<file path="config.mk">
export PLATFORM = sky130hd
export DESIGN_NAME = boot_loader_flat
export DESIGN_NICKNAME = d
export VERILOG_FILES = /design/src/rtl/boot_loader_if.sv /design/src/rtl/boot_loader.sv /design/src/flat_wrapper.sv
export SDC_FILE = /design/constraint.sdc
export NUM_CORES = 1
export LEC_CHECK = 0
export ABC_AREA = 1
export BUFFER_PORTS_ARGS = -buffer_cell sky130_fd_sc_hd__buf_4
export CELL_PAD_IN_SITES_DETAIL_PLACEMENT = 0
export CELL_PAD_IN_SITES_GLOBAL_PLACEMENT = 1
export CORE_UTILIZATION = 35
export DETAILED_ROUTE_END_ITERATION = 10
export PLACE_DENSITY_LB_ADDON = 0.25
export SLEW_MARGIN = 20
export SYNTH_ARGS = -nofsm -noshare
export SYNTH_HDL_FRONTEND = slang
export SYNTH_SLANG_ARGS = --single-unit
</file>
<file path="constraint.sdc">
create_clock -name clk -period 1.8 [get_ports clk]
set_input_delay 0.18 -clock clk [delete_from_list [all_inputs] [get_ports clk]]
set_output_delay 0.18 -clock clk [all_outputs]
set_load 0.01 [all_outputs]
</file>
<file path="src/rtl/boot_loader_if.sv">
// Byte link from the host plus the instruction-memory write port and core-control outputs of the boot loader.
// The host drives the master side; the loader sits on the slave side.
interface boot_loader_if #(
  parameter int ADDR_W = 6
);
  logic [7:0]        byte_in;
  logic              byte_valid;
  logic              byte_ready;
  logic              imem_we;
  logic [ADDR_W-1:0] imem_addr;
  logic [31:0]       imem_wdata;
  logic              core_rst;
  logic              done;
  logic              err;

  modport master (
    output byte_in, byte_valid,
    input  byte_ready, imem_we, imem_addr, imem_wdata, core_rst, done, err
  );

  modport slave (
    input  byte_in, byte_valid,
    output byte_ready, imem_we, imem_addr, imem_wdata, core_rst, done, err
  );
endinterface

</file>
<file path="src/rtl/boot_loader.sv">
// Serial boot loader: reads a 16-bit little-endian word count and then the program bytes.
// It assembles 32-bit words, writes them to instruction memory, and releases the core when the load finishes.
module boot_loader #(
  parameter int DEPTH_WORDS = 64,
  parameter int ADDR_W      = 6
) (
  input  logic          clk,
  input  logic          rst,
  boot_loader_if.slave  bus
);

  typedef enum logic [2:0] {
    LEN_LO,
    LEN_HI,
    DATA,
    WRITE,
    DONE,
    ERR
  } state_t;

  state_t            r_state;
  state_t            w_nextState;
  logic [15:0]       r_len;
  logic [1:0]        r_idx;
  logic [ADDR_W-1:0] r_addr;
  logic [31:0]       r_buf;

  logic              w_ready;
  logic              w_xfer;
  logic              w_we;
  logic              w_coreRst;
  logic              w_done;
  logic              w_err;
  logic              w_lastWord;
  logic [15:0]       w_lenFull;

  assign w_xfer     = bus.byte_valid & w_ready;
  assign w_lenFull  = {bus.byte_in, r_len[7:0]};
  assign w_lastWord = (16'(r_addr) == (r_len - 16'd1));

  always_ff @(posedge clk or posedge rst) begin
    if (rst) begin
      r_state <= LEN_LO;
    end else begin
      r_state <= w_nextState;
    end
  end

  always_comb begin
    w_nextState = r_state;
    w_ready     = 1'b0;
    w_we        = 1'b0;
    w_coreRst   = 1'b1;
    w_done      = 1'b0;
    w_err       = 1'b0;
    case (r_state)
      LEN_LO: begin
        w_ready = 1'b1;
        if (w_xfer) w_nextState = LEN_HI;
      end
      LEN_HI: begin
        w_ready = 1'b1;
        if (w_xfer) begin
          if (w_lenFull == 16'd0) begin
            w_nextState = DONE;
          end else if (w_lenFull > 16'(DEPTH_WORDS)) begin
            w_nextState = ERR;
          end else begin
            w_nextState = DATA;
          end
        end
      end
      DATA: begin
        w_ready = 1'b1;
        if (w_xfer && (r_idx == 2'd3)) w_nextState = WRITE;
      end
      WRITE: begin
        w_we        = 1'b1;
        w_nextState = w_lastWord ? DONE : DATA;
      end
      DONE: begin
        w_coreRst = 1'b0;
        w_done    = 1'b1;
      end
      ERR: begin
        w_err = 1'b1;
      end
      default: begin
        w_nextState = LEN_LO;
      end
    endcase
  end

  // The address holds on the final word so it never wraps past the image.
  always_ff @(posedge clk or posedge rst) begin
    if (rst) begin
      r_len  <= 16'd0;
      r_idx  <= 2'd0;
      r_addr <= '0;
      r_buf  <= 32'd0;
    end else begin
      case (r_state)
        LEN_LO: begin
          if (w_xfer) r_len[7:0] <= bus.byte_in;
        end
        LEN_HI: begin
          if (w_xfer) begin
            r_len[15:8] <= bus.byte_in;
            r_idx       <= 2'd0;
            r_addr      <= '0;
          end
        end
        DATA: begin
          if (w_xfer) begin
            r_buf[{r_idx, 3'b000} +: 8] <= bus.byte_in;
            r_idx                       <= r_idx + 2'd1;
          end
        end
        WRITE: begin
          r_idx <= 2'd0;
          if (!w_lastWord) r_addr <= r_addr + ADDR_W'(1);
        end
        default: begin
        end
      endcase
    end
  end

  assign bus.byte_ready = w_ready;
  assign bus.imem_we    = w_we;
  assign bus.imem_addr  = r_addr;
  assign bus.imem_wdata = r_buf;
  assign bus.core_rst   = w_coreRst;
  assign bus.done       = w_done;
  assign bus.err        = w_err;

endmodule

</file>
<file path="src/flat_wrapper.sv">
// flat-port wrapper written by rule: the top's interface ports become plain ports
module boot_loader_flat 
#(
  parameter int DEPTH_WORDS = 64,
  parameter int ADDR_W      = 6
)
  (clk, rst, bus_byte_in, bus_byte_valid, bus_byte_ready, bus_imem_we, bus_imem_addr, bus_imem_wdata, bus_core_rst, bus_done, bus_err);
  boot_loader_if #(.ADDR_W(ADDR_W)) bus_i ();
  input  logic clk;
  input  logic rst;
  input wire logic [$bits(bus_i.byte_in)-1:0] bus_byte_in;
  input wire logic [$bits(bus_i.byte_valid)-1:0] bus_byte_valid;
  output wire logic [$bits(bus_i.byte_ready)-1:0] bus_byte_ready;
  output wire logic [$bits(bus_i.imem_we)-1:0] bus_imem_we;
  output wire logic [$bits(bus_i.imem_addr)-1:0] bus_imem_addr;
  output wire logic [$bits(bus_i.imem_wdata)-1:0] bus_imem_wdata;
  output wire logic [$bits(bus_i.core_rst)-1:0] bus_core_rst;
  output wire logic [$bits(bus_i.done)-1:0] bus_done;
  output wire logic [$bits(bus_i.err)-1:0] bus_err;
  assign bus_i.byte_in = bus_byte_in;
  assign bus_i.byte_valid = bus_byte_valid;
  assign bus_byte_ready = bus_i.byte_ready;
  assign bus_imem_we = bus_i.imem_we;
  assign bus_imem_addr = bus_i.imem_addr;
  assign bus_imem_wdata = bus_i.imem_wdata;
  assign bus_core_rst = bus_i.core_rst;
  assign bus_done = bus_i.done;
  assign bus_err = bus_i.err;
  boot_loader #(.DEPTH_WORDS(DEPTH_WORDS), .ADDR_W(ADDR_W)) u_core (.clk(clk), .rst(rst), .bus(bus_i));
endmodule
</file>
==> impl_metrics.yaml <==
outcome:
  status: "complete, no violations"
timing:
  tightest_slew_ns: 0.528
  fin_ws_ns: 0.0135
  fin_crit_sh_pct: 99.3
  fmax_mhz: 560
  min_period_ns: 1.79
  rsz0062_at_grt: "true"
  slew_violations: 0
  finalSetupViolations: 0
  finalSetupTns_ns: 0
  relSlewSlack_pct: 64.8
  clock_skew_ns: 0.00862
  hold_violations: 0
synth:
  ys_top_cells_by_area: "dfrtp_1, nand2_1, nand3_1"
  synth_edf_count: 0
  async_flop_share_pct: 100
  synth_common_cells: "nand2_1, inv_1, dfrtp_1, nand3_1, o21ai_0"
  syn_area_um2: 3480
  syn_nets: 506
  yosysMostFrequentCell: "nand2_1"
  synth_ff_type: "dfrtp_1"
  synth.distinct_cells: 32
  synth.avg_cell_area_um2: 7.14
  yosys_warnings: 0
  syn_inst: 488
  synth-seq-cells: 59
  synth_top_cell_by_area: "dfrtp_1"
  synth_top_area_share_pct: 42.4
  synth_seq_area_share_pct: 42.4
floorplan:
  core_region_area_um2: 9730
  die_area_um2: 10400
  start_util_pct: 35.8
  ios: 54
  die_x_um: 102
  rows: 36
  dieHeight_um: 102
power:
  peakVddDrop_v: 0.000451
  power_w: 0.00546
  p_per_area_nw_per_um2: 1180
  p_leak_nw: 2.57
clock_tree:
  cts_root_buffer: "clkbuf_8"
  clk_pin_slew_worst_paths_ns: 0.07
  cts_num_sinks: 59
  numCtsBuffers: 9
  cts_tree: "built"
  cts_max_level: 3
  clockBufferDepth: 2
  clock_latency_ns: 0.33
route:
  drc: 0
  drtIter0Drc: 137
  detail-route-antenna-nets: 0
  dr.pass1.iters: 4
  vias_per_cell: 4.75
  avgRoutedWirePerCell_um: 13.4
  vias: 3398
  wirelength_mm: 9.57
placement:
  dp_cells: 693
  hpwlAfterDp_mm: 7.04
  io_buffers: 53
  gp_congestion: 0.816
  place_ws_ns: -0.174
grt:
  first_global_vias: 3223
  grt_max_degree: 39
  antenna_found_initial: 0
  grt_pass1_wl_mm: 15.9
  gr-total-overflow: 0
  grt_use_total_pct: 19.9
setup_path:
  worstSetupPathType: "reg -> reg"
  worstSetupEndpointType: "flip-flop"
  critPathLaunchType: "flip-flop"
  cp_max_fo: 8
  arrival_ns: 2.01
  required_ns: 2.03
final_layout:
  area_delta_synth_final_pct: 33.1
  n_fill_cell: 1023
  drive_gt1_share_pct: 26.5
  nNetsFinal: 595
  num_antenna_cells: 0
  stdcell_count: 715
run:
  cap_viol_max_count: 0
worst_hold_path:
  hold_path_class: "in -> reg"
[worst max-delay path, stage by stage (launching register included)]
cell,delay [ns]
dfrtp_1,0.40
buf_4,0.15
nor2_4,0.10
nand2_4,0.10
nor2_8,0.15
nand2_1,0.07
nand2_1,0.10
nand3_1,0.10
nor2_2,0.14
nand3_2,0.11
nand2_4,0.12
nand2_2,0.05
nand2_1,0.05
nand2_1,0.04
[worst paths after layout]
| path | start | end | slack (ns) | depth (start not counted) |
|---|---|---|---|---|
| min in group asynchronous | rst | u_core.bus.imem_wdata[7] | 0.44 | 3 |
| min reg2reg | u_core.bus.imem_wdata[7] | u_core.bus.imem_wdata[7] | 0.51 | 2 |
| max in group asynchronous | rst | u_core.r_len[3] | 0.75 | 4 |
| min | bus_byte_in[2] | u_core.r_len[2] | 0.11 | 3 |
| max | u_core.r_len[1] | u_core.r_state[1] | 0.01 | 13 |
| max reg2reg | u_core.r_len[1] | u_core.r_state[1] | 0.01 | 13 |
[state kept, by name (all words and copies together), names as in the netlist]
name,flops
u_core.bus.imem_addr,6
u_core.r_len,16
u_core.bus.imem_wdata,32
u_core.r_idx,2
u_core.r_state,3
[placed cells by master, fill, tap and decap left out, types with 6 or more instances in the layout]
cell type,n
nand2_1,138
buf_4,85
inv_1,61
nand3_1,56
dfrtp_1,56
o21ai_0,46
nor2_1,34
nor2_2,10
clkbuf_8,10
nor2_4,9
nand2_2,9
inv_2,8
nor3_1,6
nand4_1,6
ha_1,6
[timing repair]
item,CTS,global route
gates cloned,0,0
hold buffers,1,0
hold endpoints to repair,23,0
pin swaps,19,9
gates resized for setup,16,18
setup endpoints to repair,8,39
buffers inserted,3,2
[cell families (layout without fill, tap and decap cells)]
family                     count (synthesis)  after routing  synth area share (%)
and+or+nand+nor                          279            279                  35.8
adders and majority gates                  7              7                  2.52
xor gates and xnor gates                   5              5                  1.26
muxes                                      2              2                 0.647
buffers and inverters                     78            172                  8.52
AOI/OAI and AO/OA                         58             58                  8.88
DFF                                       59             59                  42.4
[layout make-up]
| cell class | instances | area [um2] | area share (%) |
|---|---|---|---|
| Inverter | 69 | 259 | 5.59 |
| Clock buffer | 10 | 138 | 2.97 |
| Tap cell | 133 | 166 | 3.59 |
| Sequential cell | 59 | 1480 | 31.9 |
| Multi-Input combinational cell | 351 | 1810 | 39.1 |
| Timing Repair Buffer | 87 | 668 | 14.4 |
| Clock inverter | 6 | 113 | 2.43 |
[metal layers]
metal	up-vias	wire, um	GRT usage (%)
li1	1735	-	-
met1	1591	4560	27.1
met2	65	4590	31.8
met3	7	353	3.80
met4	0	72	6.58
met5	-	0	0
[per-stage QoR]
step / hold slack [ns] / area, um2 / utilization (%)
after global routing: 0.0994 / 4640 / 47.6
after CTS: 0.104 / 4560 / 46.9
after floorplan: 0.301 / 3480 / -
final: 0.114 / 4640 / 47.6
after detailed placement: 0.259 / 4230 / 43.5
after global placement: 0.260 / 4230 / 43.5
[power breakdown]
group          total, W  switching, W  internal (W)
clock network   0.00153      0.000573      0.000960
logic           0.00210       0.00119      0.000917
registers       0.00183      0.000290       0.00154
Power figures use the tool's default switching activity.
